==> src/rtl/kgp_core_pkg.sv <==
// Shared types and defaults for the KGP RISC core front end.
// Fetch FSM encoding and the fetch buffer entry live here.
package kgp_core_pkg;

  localparam int XLEN         = 32;
  localparam int MEM_WORDS    = 32;
  localparam int RESET_PC_DEF = 0;
  localparam int FETCH_DEPTH  = 2;

  localparam logic [0:0] ST_RUN    = 1'b0;
  localparam logic [0:0] ST_HALTED = 1'b1;

  typedef struct packed {
    logic [XLEN-1:0] instr;
    logic [XLEN-1:0] pc;
  } fetch_entry_t;

endpackage

==> src/rtl/instr_fetch_unit_fetch_buffer.sv <==
// Two-entry FIFO between the fetch return path and decode.
// Flush wins over push and pop in the same cycle.
module fetch_buffer
  import kgp_core_pkg::*;
(
  input  logic         clk_i,
  input  logic         rst_i,
  input  logic         flush_i,
  input  logic         push_i,
  input  fetch_entry_t push_data_i,
  input  logic         pop_i,
  output logic [1:0]   count_o,
  output logic         valid_o,
  output fetch_entry_t head_o
);

  fetch_entry_t mem_q [2];
  logic         wr_ptr_q;
  logic         rd_ptr_q;
  logic [1:0]   count_q;
  logic [1:0]   count_d;

  always_comb begin
    count_d = count_q;
    case ({push_i, pop_i})
      2'b10:   count_d = count_q + 2'd1;
      2'b01:   count_d = count_q - 2'd1;
      default: count_d = count_q;
    endcase
  end

  always_ff @(posedge clk_i) begin
    if (rst_i) begin
      for (int i = 0; i < 2; i++) mem_q[i] <= '0;
      wr_ptr_q <= 1'b0;
      rd_ptr_q <= 1'b0;
      count_q  <= 2'd0;
    end else if (flush_i) begin
      wr_ptr_q <= 1'b0;
      rd_ptr_q <= 1'b0;
      count_q  <= 2'd0;
    end else begin
      if (push_i) begin
        mem_q[wr_ptr_q] <= push_data_i;
        wr_ptr_q        <= ~wr_ptr_q;
      end
      if (pop_i) rd_ptr_q <= ~rd_ptr_q;
      count_q <= count_d;
    end
  end

  assign count_o = count_q;
  assign valid_o = (count_q != 2'd0);
  assign head_o  = mem_q[rd_ptr_q];

endmodule

==> src/rtl/instr_fetch_unit.sv <==
// Instruction fetch: owns the PC, issues 1-cycle-latency reads,
// and hands instructions to decode through a 2-entry buffer.
module instr_fetch_unit
  import kgp_core_pkg::*;
#(
  parameter int WIDTH    = XLEN,
  parameter int MEM_SIZE = MEM_WORDS,
  parameter int RESET_PC = RESET_PC_DEF,
  parameter int DEPTH    = FETCH_DEPTH
) (
  input  logic             clka,
  input  logic             rst,
  output logic             imem_rd_en,
  output logic [WIDTH-1:0] imem_addr,
  input  logic [WIDTH-1:0] imem_data,
  input  logic             redirect_valid,
  input  logic [WIDTH-1:0] redirect_pc,
  input  logic             halt,
  output logic             instr_valid,
  input  logic             instr_ready,
  output logic [WIDTH-1:0] instr,
  output logic [WIDTH-1:0] instr_pc
);

  localparam int AW = $clog2(MEM_SIZE);

  logic [AW-1:0] pc_q, pc_d;
  logic [AW-1:0] ifl_pc_q, ifl_pc_d;
  logic          inflight_q, inflight_d;
  logic [0:0]    state_q, state_d;

  logic          pop;
  logic          issue;
  logic [2:0]    occ;
  logic [1:0]    count;
  fetch_entry_t  ret_entry;
  fetch_entry_t  head;
  logic          unused_hi;

  assign pop = instr_valid & instr_ready;

  // Credit: slots committed after this cycle's pop must leave room
  assign occ = 3'(count) + 3'(inflight_q) - 3'(pop);

  assign issue = ~rst & (state_q == ST_RUN) & ~halt
               & ~redirect_valid & (occ < 3'(DEPTH));

  assign imem_rd_en = issue;
  assign imem_addr  = {{(WIDTH-AW){1'b0}}, pc_q};

  always_comb begin
    pc_d       = pc_q;
    ifl_pc_d   = ifl_pc_q;
    inflight_d = issue;
    state_d    = halt ? ST_HALTED : ST_RUN;
    if (redirect_valid) begin
      pc_d = redirect_pc[AW-1:0];
    end else if (issue) begin
      pc_d     = pc_q + AW'(1);
      ifl_pc_d = pc_q;
    end
  end

  always_ff @(posedge clka) begin
    if (rst) begin
      pc_q       <= AW'(RESET_PC);
      ifl_pc_q   <= '0;
      inflight_q <= 1'b0;
      state_q    <= ST_RUN;
    end else begin
      pc_q       <= pc_d;
      ifl_pc_q   <= ifl_pc_d;
      inflight_q <= inflight_d;
      state_q    <= state_d;
    end
  end

  // A return coinciding with a redirect is dropped by the flush
  assign ret_entry.instr = imem_data;
  assign ret_entry.pc    = {{(WIDTH-AW){1'b0}}, ifl_pc_q};

  fetch_buffer u_buf (
    .clk_i       (clka),
    .rst_i       (rst),
    .flush_i     (redirect_valid),
    .push_i      (inflight_q),
    .push_data_i (ret_entry),
    .pop_i       (pop),
    .count_o     (count),
    .valid_o     (instr_valid),
    .head_o      (head)
  );

  assign instr    = head.instr;
  assign instr_pc = head.pc;

  assign unused_hi = &{1'b0, redirect_pc[WIDTH-1:AW]};

endmodule
==> config.mk <==
export PLATFORM = sky130hd
export DESIGN_NAME = instr_fetch_unit
export DESIGN_NICKNAME = d
export VERILOG_FILES = /design/src/rtl/kgp_core_pkg.sv /design/src/rtl/instr_fetch_unit_fetch_buffer.sv /design/src/rtl/instr_fetch_unit.sv
export SDC_FILE = /design/constraint.sdc
export NUM_CORES = 1
export LEC_CHECK = 0
export ABC_AREA = 1
export CAP_MARGIN = 5
export CORE_MARGIN = 5
export CORE_UTILIZATION = 25
export CTS_CLUSTER_SIZE = 12
export DETAILED_ROUTE_END_ITERATION = 10
export GPL_ROUTABILITY_DRIVEN = 0
export PLACE_DENSITY = 0.6
export SLEW_MARGIN = 20
export SYNTH_ARGS = -nofsm -noshare
export SYNTH_HDL_FRONTEND = slang
export SYNTH_SLANG_ARGS = --single-unit
==> constraint.sdc <==
create_clock -name clka -period 3.26 [get_ports clka]
set_clock_uncertainty 0.05 [all_clocks]
set_input_delay 0.652 -clock clka [delete_from_list [all_inputs] [get_ports clka]]
set_output_delay 0.652 -clock clka [all_outputs]
set_load 0.05 [all_outputs]
==> impl_metrics.tcl, run 1 <==
set metrics [dict create \
    status "completed" \
    critPathKind "in -> out" \
    synth_edf_count 74 \
    syn_area_sq_um 4480 \
    clock_path_buffers 2 \
    die_h_um 144 \
    maxSlewViolCount 0 \
    layoutNonFillerInstCount 734 \
    clk_latency_ns 0.33 \
    yosysUniqueCellTypes 24 \
    htreeDepth 3 \
    critPathSlowestCell "fa_1" \
    drc 0 \
    grt_pass1_vias 2943 \
    cts-root-buf "clkbuf_16" \
    ioPinCount 167 \
    vias 2840 \
    fin_crit_sh 0.936 \
    initial_core_util 0.252 \
    clock_sinks 91 \
    fin_ws_ns 0.208 \
    dp.cells 717 \
    rsz0062_at_grt "false" \
    pre_cts_slack_ns -0.0837 \
    crit_fanout 4 \
    powerDensity_nw_per_um2 499 \
    ff_latch_area_sq_um 2560 \
    grt_usage 0.0881 \
    setup_viol 0 \
    multi_input_area_sq_um 1410 \
    avgSynthCellArea_sq_um 10.9 \
    die_w_um 144 \
    ys_ff_latch 91 \
    n_antenna_cell 0 \
    tns_ns 0 \
    worstMarginPinSlew_ns 0.574 \
    seq_area_frac_synth 0.572 \
    cp_cell_sequence "dlygate4sd2_1 > buf_4 > nor2_4 > inv_1 > o21ai_1 > inv_1 > fa_1 > nand2_1 > nor2_1 > nand3_2 > inv_2 > buf_12" \
    async_reset_ff_frac 0 \
    grt_max_degree 38 \
    routedWlPerCell_um 12.1 \
    slowest_delay_ns 0.48 \
    relSlewSlack 0.617 \
    cpMostUsedCell "inv_1" \
    rows 49 \
    netlist.area_leader.share 0.496 \
    vias_per_cell 3.87 \
    fin_crit_ns 3.05 \
    antenna_found_initial 0 \
    initialDrtViolationCount 88 \
    post-dp-hpwl_mm 5.91 \
    synth_cells 410 \
    cts_buffers 9 \
    end_kind "output pin" \
    ir_drop_mv 0.212 \
    ys_top_cells_by_count "edfxtp_1, nor2_1, buf_4, inv_1, mux2_2" \
    cts_tree "done" \
    yosysMostFrequentCell "edfxtp_1" \
    grt_remaining_overflow 0 \
    drive_gt1_frac 0.202 \
    fin_util 0.324 \
    leakage_nw 2.32 \
    clkTransAtPathRegs_ns 0.06 \
    dieArea_sq_um 20700 \
    startpoint_type "input pin" \
    synth_ff_type "edfxtp_1" \
    wl_mm 8.92 \
    core_area_sq_um 17800 \
    grt_pass1_wl_mm 14.2 \
    maxCapViolCount 0 \
    hp-class "reg -> reg" \
    cp_data_required_time_ns 2.56 \
    cp.arrival_ns 2.35 \
    post-synth-top-area-cell "edfxtp_1" \
    numPortBuffers 85 \
    holdBufCountCts 0 \
    fmax_mhz 328 \
    first_pass_iters 4 \
    ant_nets 0 \
    final.fill_count 1806 \
    area.growth.synth_to_final_pct 28.5 \
    synth_area_leaders "edfxtp_1, buf_4, mux2_2, dfxtp_1, nor2_1" \
    nNetsFinal 571 \
    hold_violations 0 \
    holdWs_ns 0.395 \
    ys_warn_count 0 \
]
-- area by class of cell --
cell class	instances	area share
Tap cell	229	0.0498
Inverter	52	0.0339
Clock buffer	10	0.0398
Clock inverter	6	0.0154
Sequential cell	91	0.446
Timing Repair Buffer	96	0.170
Multi-Input combinational cell	250	0.245
-- flip-flops by register name, summed over array words and instances (netlist names), named ones only --
register,cells
ifl_pc_q,5
inflight_q,1
pc_q,5
state_q,1
u_buf.count_o,2
u_buf.mem_q,74
u_buf.rd_ptr_q,1
u_buf.wr_ptr_q,1
-- per-layer routing --
metal,up-vias,track usage,share of wire
met3,9,0.0296,0.085
met5,-,0,0
met1,1319,0.110,0.44
met4,0,0.0282,0.013
li1,1397,-,-
met2,115,0.144,0.46
-- cells by family after synthesis --
logic type,Yosys count,synth area share
buf+inv,122,0.161
other cells,1,0.000838
fa+ha+maj,2,0.00727
simple gates,137,0.141
mux,37,0.0931
flops,91,0.572
compound gates,18,0.0207
xor+xnor,2,0.00391
-- report_power, final --
group	switching (mW)	total [mW]	internal, mW
clock network	0.429	1.10	0.673
registers	0.0179	1.32	1.30
logic	0.325	0.453	0.129
total	0.771	2.87	2.10
-- critical path: cells and delay by family --
kind | cells | cell delay, ns
buffers and inverters | 6 | 0.74
adder cells (fa/ha/maj) | 1 | 0.48
AO/OA/AOI/OAI | 1 | 0.06
AND/OR/NAND/NOR | 4 | 0.40
-- path summary, 6_finish.rpt --
check	depth (start not counted)	endpoint	slack [ns]	from
worst min register to register	1	flop	0.40	u_buf.rd_ptr_q$_SDFFE_PP0P_
worst max register to register	15	pc_q[0]$_SDFFE_PP0P_	0.93	u_buf.count_o[1]$_SDFFE_PP0P_
worst max-delay path	12	imem_rd_en	0.21	instr_ready
worst min-delay path	1	flop	0.40	u_buf.rd_ptr_q$_SDFFE_PP0P_
-- metrics by stage --
step                      area (sq um)  power (mW)
after floorplan                   4680        1.71
after global placement            5420        1.79
after detailed placement          5420        1.80
after CTS                         5750        2.91
after global routing              5750        2.99
final                             5750        2.87
-- placed cells by master, fill, tap and decap left out, types with 2 or more instances in the layout --
| master | count |
|---|---|
| a21oi_1 | 8 |
| clkdlybuf4s50_1 | 83 |
| mux2_2 | 37 |
| inv_2 | 2 |
| buf_12 | 4 |
| nand2_2 | 4 |
| nand2_1 | 28 |
| dfxtp_2 | 2 |
| inv_1 | 49 |
| bufinv_16 | 2 |
| dfxtp_1 | 15 |
| xnor2_1 | 2 |
| o21ai_0 | 8 |
| nor2_1 | 61 |
| nand4_1 | 2 |
| nand3_1 | 11 |
| clkinv_1 | 2 |
| edfxtp_1 | 74 |
| nand3_2 | 2 |
| nor2_2 | 27 |
| clkbuf_16 | 9 |
| buf_4 | 8 |
| conb_1 | 54 |
-- timing repair --
| action | 4_1_cts | 5_1_grt |
|---|---|---|
| endpoints found under the setup margin | 1 | 1 |
| buffers inserted | 1 | 0 |
| pin swaps | 2 | 0 |
| resized for setup | 7 | 1 |
Power figures use the tool's default switching activity.
==> run 2, diff against run 1 <==
--- a/config.mk
+++ b/config.mk
@@ -12,6 +12,7 @@
 export CTS_CLUSTER_SIZE = 12
 export DETAILED_ROUTE_END_ITERATION = 10
 export GPL_ROUTABILITY_DRIVEN = 0
+export GPL_TIMING_DRIVEN = 0
 export PLACE_DENSITY = 0.6
 export SLEW_MARGIN = 20
 export SYNTH_ARGS = -nofsm -noshare
==> run 2 against run 1 <==
Hold slack gained 0.0079 ns. Critical endpoint unchanged. Sequential share of layout area shrank 2.8 points. Critical path depth is the same. Critical path type unchanged. Fmax grew 1.0%.
==> impl_metrics.tcl, run 2 (synthesized netlist as in run 1, its figures left out) <==
set metrics [dict create \
    status "completed" \
    critPathKind "in -> out" \
    fin_crit_sh 0.927 \
    grt_max_degree 23 \
    largest_register_ffs 74 \
    grt_pass1_wl_mm 15.2 \
    hold_violations 0 \
    drc 0 \
    cpMostUsedCell "nand2_1" \
    end_kind "output pin" \
    worstMarginPinSlew_ns 0.586 \
    vias_per_cell 3.67 \
    clock_sinks 91 \
    drive_gt1_frac 0.284 \
    ff_latch_area_sq_um 2560 \
    routedWlPerCell_um 11.8 \
    clk_latency_ns 0.34 \
    powerDensity_nw_per_um2 448 \
    initial_core_util 0.252 \
    cp_data_required_time_ns 2.56 \
    fmax_mhz 331 \
    leakage_nw 2.62 \
    maxCapViolCount 0 \
    multi_input_area_sq_um 1400 \
    setup_viol 0 \
    grt_usage 0.0951 \
    startpoint_type "input pin" \
    holdWs_ns 0.403 \
    r2r_cells 16 \
    die_w_um 144 \
    ioPinCount 167 \
    cts-root-buf "clkbuf_16" \
    area.growth.synth_to_final_pct 37.1 \
    top_regs "u_buf.mem_q (74), ifl_pc_q (5), pc_q (5)" \
    slowest_delay_ns 0.50 \
    grt_remaining_overflow 0 \
    cts_tree "done" \
    final_cell_mix "clkdlybuf4s50_1, edfxtp_1, nor2_1" \
    critPathSlowestCell "fa_1" \
    fin_ws_ns 0.238 \
    relSlewSlack 0.609 \
    post-dp-hpwl_mm 6.74 \
    cts_buffers 9 \
    wl_mm 9.37 \
    antenna_found_initial 0 \
    die_h_um 144 \
    ant_nets 0 \
    vias 2919 \
    worstHoldPathCells 1 \
    clock_path_buffers 2 \
    maxSlewViolCount 0 \
    first_pass_iters 4 \
    initialDrtViolationCount 138 \
    crit_fanout 5 \
    holdBufCountCts 0 \
    n_antenna_cell 0 \
    path_depth 12 \
    max_flop_register "u_buf.mem_q" \
    layout_commonest_cell "clkdlybuf4s50_1" \
    core_area_sq_um 17800 \
    grt_pass1_vias 3030 \
    cp_cell_sequence "dlygate4sd2_1 > nand2_1 > inv_2 > nand2_1 > o21ai_1 > inv_1 > fa_1 > nand2_1 > nor2_2 > nand3_2 > inv_4 > buf_8" \
    htreeDepth 3 \
    rsz0062_at_grt "false" \
    crit_buf_inv 5 \
    final.fill_count 1799 \
    hp-class "reg -> reg" \
    ir_drop_mv 0.221 \
    nNetsFinal 633 \
    numPortBuffers 83 \
    clkTransAtPathRegs_ns 0.06 \
    fin_crit_ns 3.02 \
    cp.arrival_ns 2.32 \
    cp_top_family "buffers and inverters" \
    dieArea_sq_um 20700 \
    rows 49 \
    pre_cts_slack_ns -0.968 \
    tns_ns 0 \
]
==> run 2: cell types whose count changed in the layout (fill, tap and decap cells not counted), sizes merged <==
cell / previous run / this run
inv: 52 / 51
clkinvlp: 1 / 3
buf: 12 / 74
bufinv: 2 / 0
clkdlybuf4s50: 83 / 81
clkbuf: 10 / 12
==> run 2: final timing paths <==
kind | start | endpoint | slack [ns]
min reg2reg | u_buf.rd_ptr_q$_SDFFE_PP0P_ | u_buf.rd_ptr_q$_SDFFE_PP0P_ | 0.40
max | instr_ready | imem_rd_en | 0.24
min | u_buf.rd_ptr_q$_SDFFE_PP0P_ | u_buf.rd_ptr_q$_SDFFE_PP0P_ | 0.40
max reg2reg | u_buf.count_o[1]$_SDFFE_PP0P_ | ifl_pc_q[0]$_SDFFE_PP0P_ | 0.79
==> run 2: worst register-to-register path: stages (launching register included) <==
cell	delay, ns
dfxtp_2	0.37
inv_1	0.07
nand2_1	0.08
nand2_1	0.08
inv_2	0.09
nand2_1	0.07
o21ai_1	0.11
inv_1	0.06
fa_1	0.50
nand2_1	0.07
nor2_2	0.08
nand3_2	0.11
buf_4	0.15
buf_4	0.13
buf_6	0.13
o21ai_0	0.15
nor2_1	0.05
==> run 2: per-layer routing <==
metal	wire length (um)	up-vias	track usage
li1	-	1516	-
met4	146	0	0.0357
met1	4270	1286	0.120
met5	0	-	0
met3	697	11	0.0326
met2	4250	106	0.151
==> run 2: area by class of cell <==
class / count / area share
Timing Repair Buffer: 88 / 0.147
Sequential cell: 91 / 0.418
Multi-Input combinational cell: 250 / 0.228
Buffer: 70 / 0.0858
Clock inverter: 5 / 0.00510
Inverter: 52 / 0.0322
Clock buffer: 10 / 0.0373
Tap cell: 229 / 0.0467
==> run 2: metrics by stage <==
stage / power (mW) / instance area, sq um / util / cells
final: 2.75 / 6140 / 0.345 / 795
after global routing: 2.86 / 6140 / 0.345 / 795
after CTS: 2.78 / 6130 / 0.345 / 795
after detailed placement: 1.85 / 5850 / 0.329 / 777
after global placement: 1.84 / 5790 / 0.326 / 775
after floorplan: 1.71 / 4680 / - / 463
==> run 2: repair_timing <==
item                                    CTS  global route
buffers inserted                          3             0
gates resized for setup                  12             3
endpoints found under the hold margin     0             0
endpoints found under the setup margin    1             1
==> run 2: report_power, final <==
| part | switching (mW) | leakage (nW) | internal, mW | total (mW) |
|---|---|---|---|---|
| logic | 0.334 | 1.61 | 0.175 | 0.509 |
| registers | 0.0156 | 0.896 | 1.30 | 1.31 |
| clock network | 0.417 | 0.118 | 0.508 | 0.926 |
==> run 3, diff against run 2 <==
--- a/config.mk
+++ b/config.mk
@@ -12,7 +12,7 @@
 export CTS_CLUSTER_SIZE = 12
 export DETAILED_ROUTE_END_ITERATION = 10
 export GPL_ROUTABILITY_DRIVEN = 0
-export GPL_TIMING_DRIVEN = 0
+export GPL_TIMING_DRIVEN = 1
 export PLACE_DENSITY = 0.6
 export SLEW_MARGIN = 20
 export SYNTH_ARGS = -nofsm -noshare
==> results of run 3 <==
No change in the layout: final DEF, timing and power equal those of run 1.
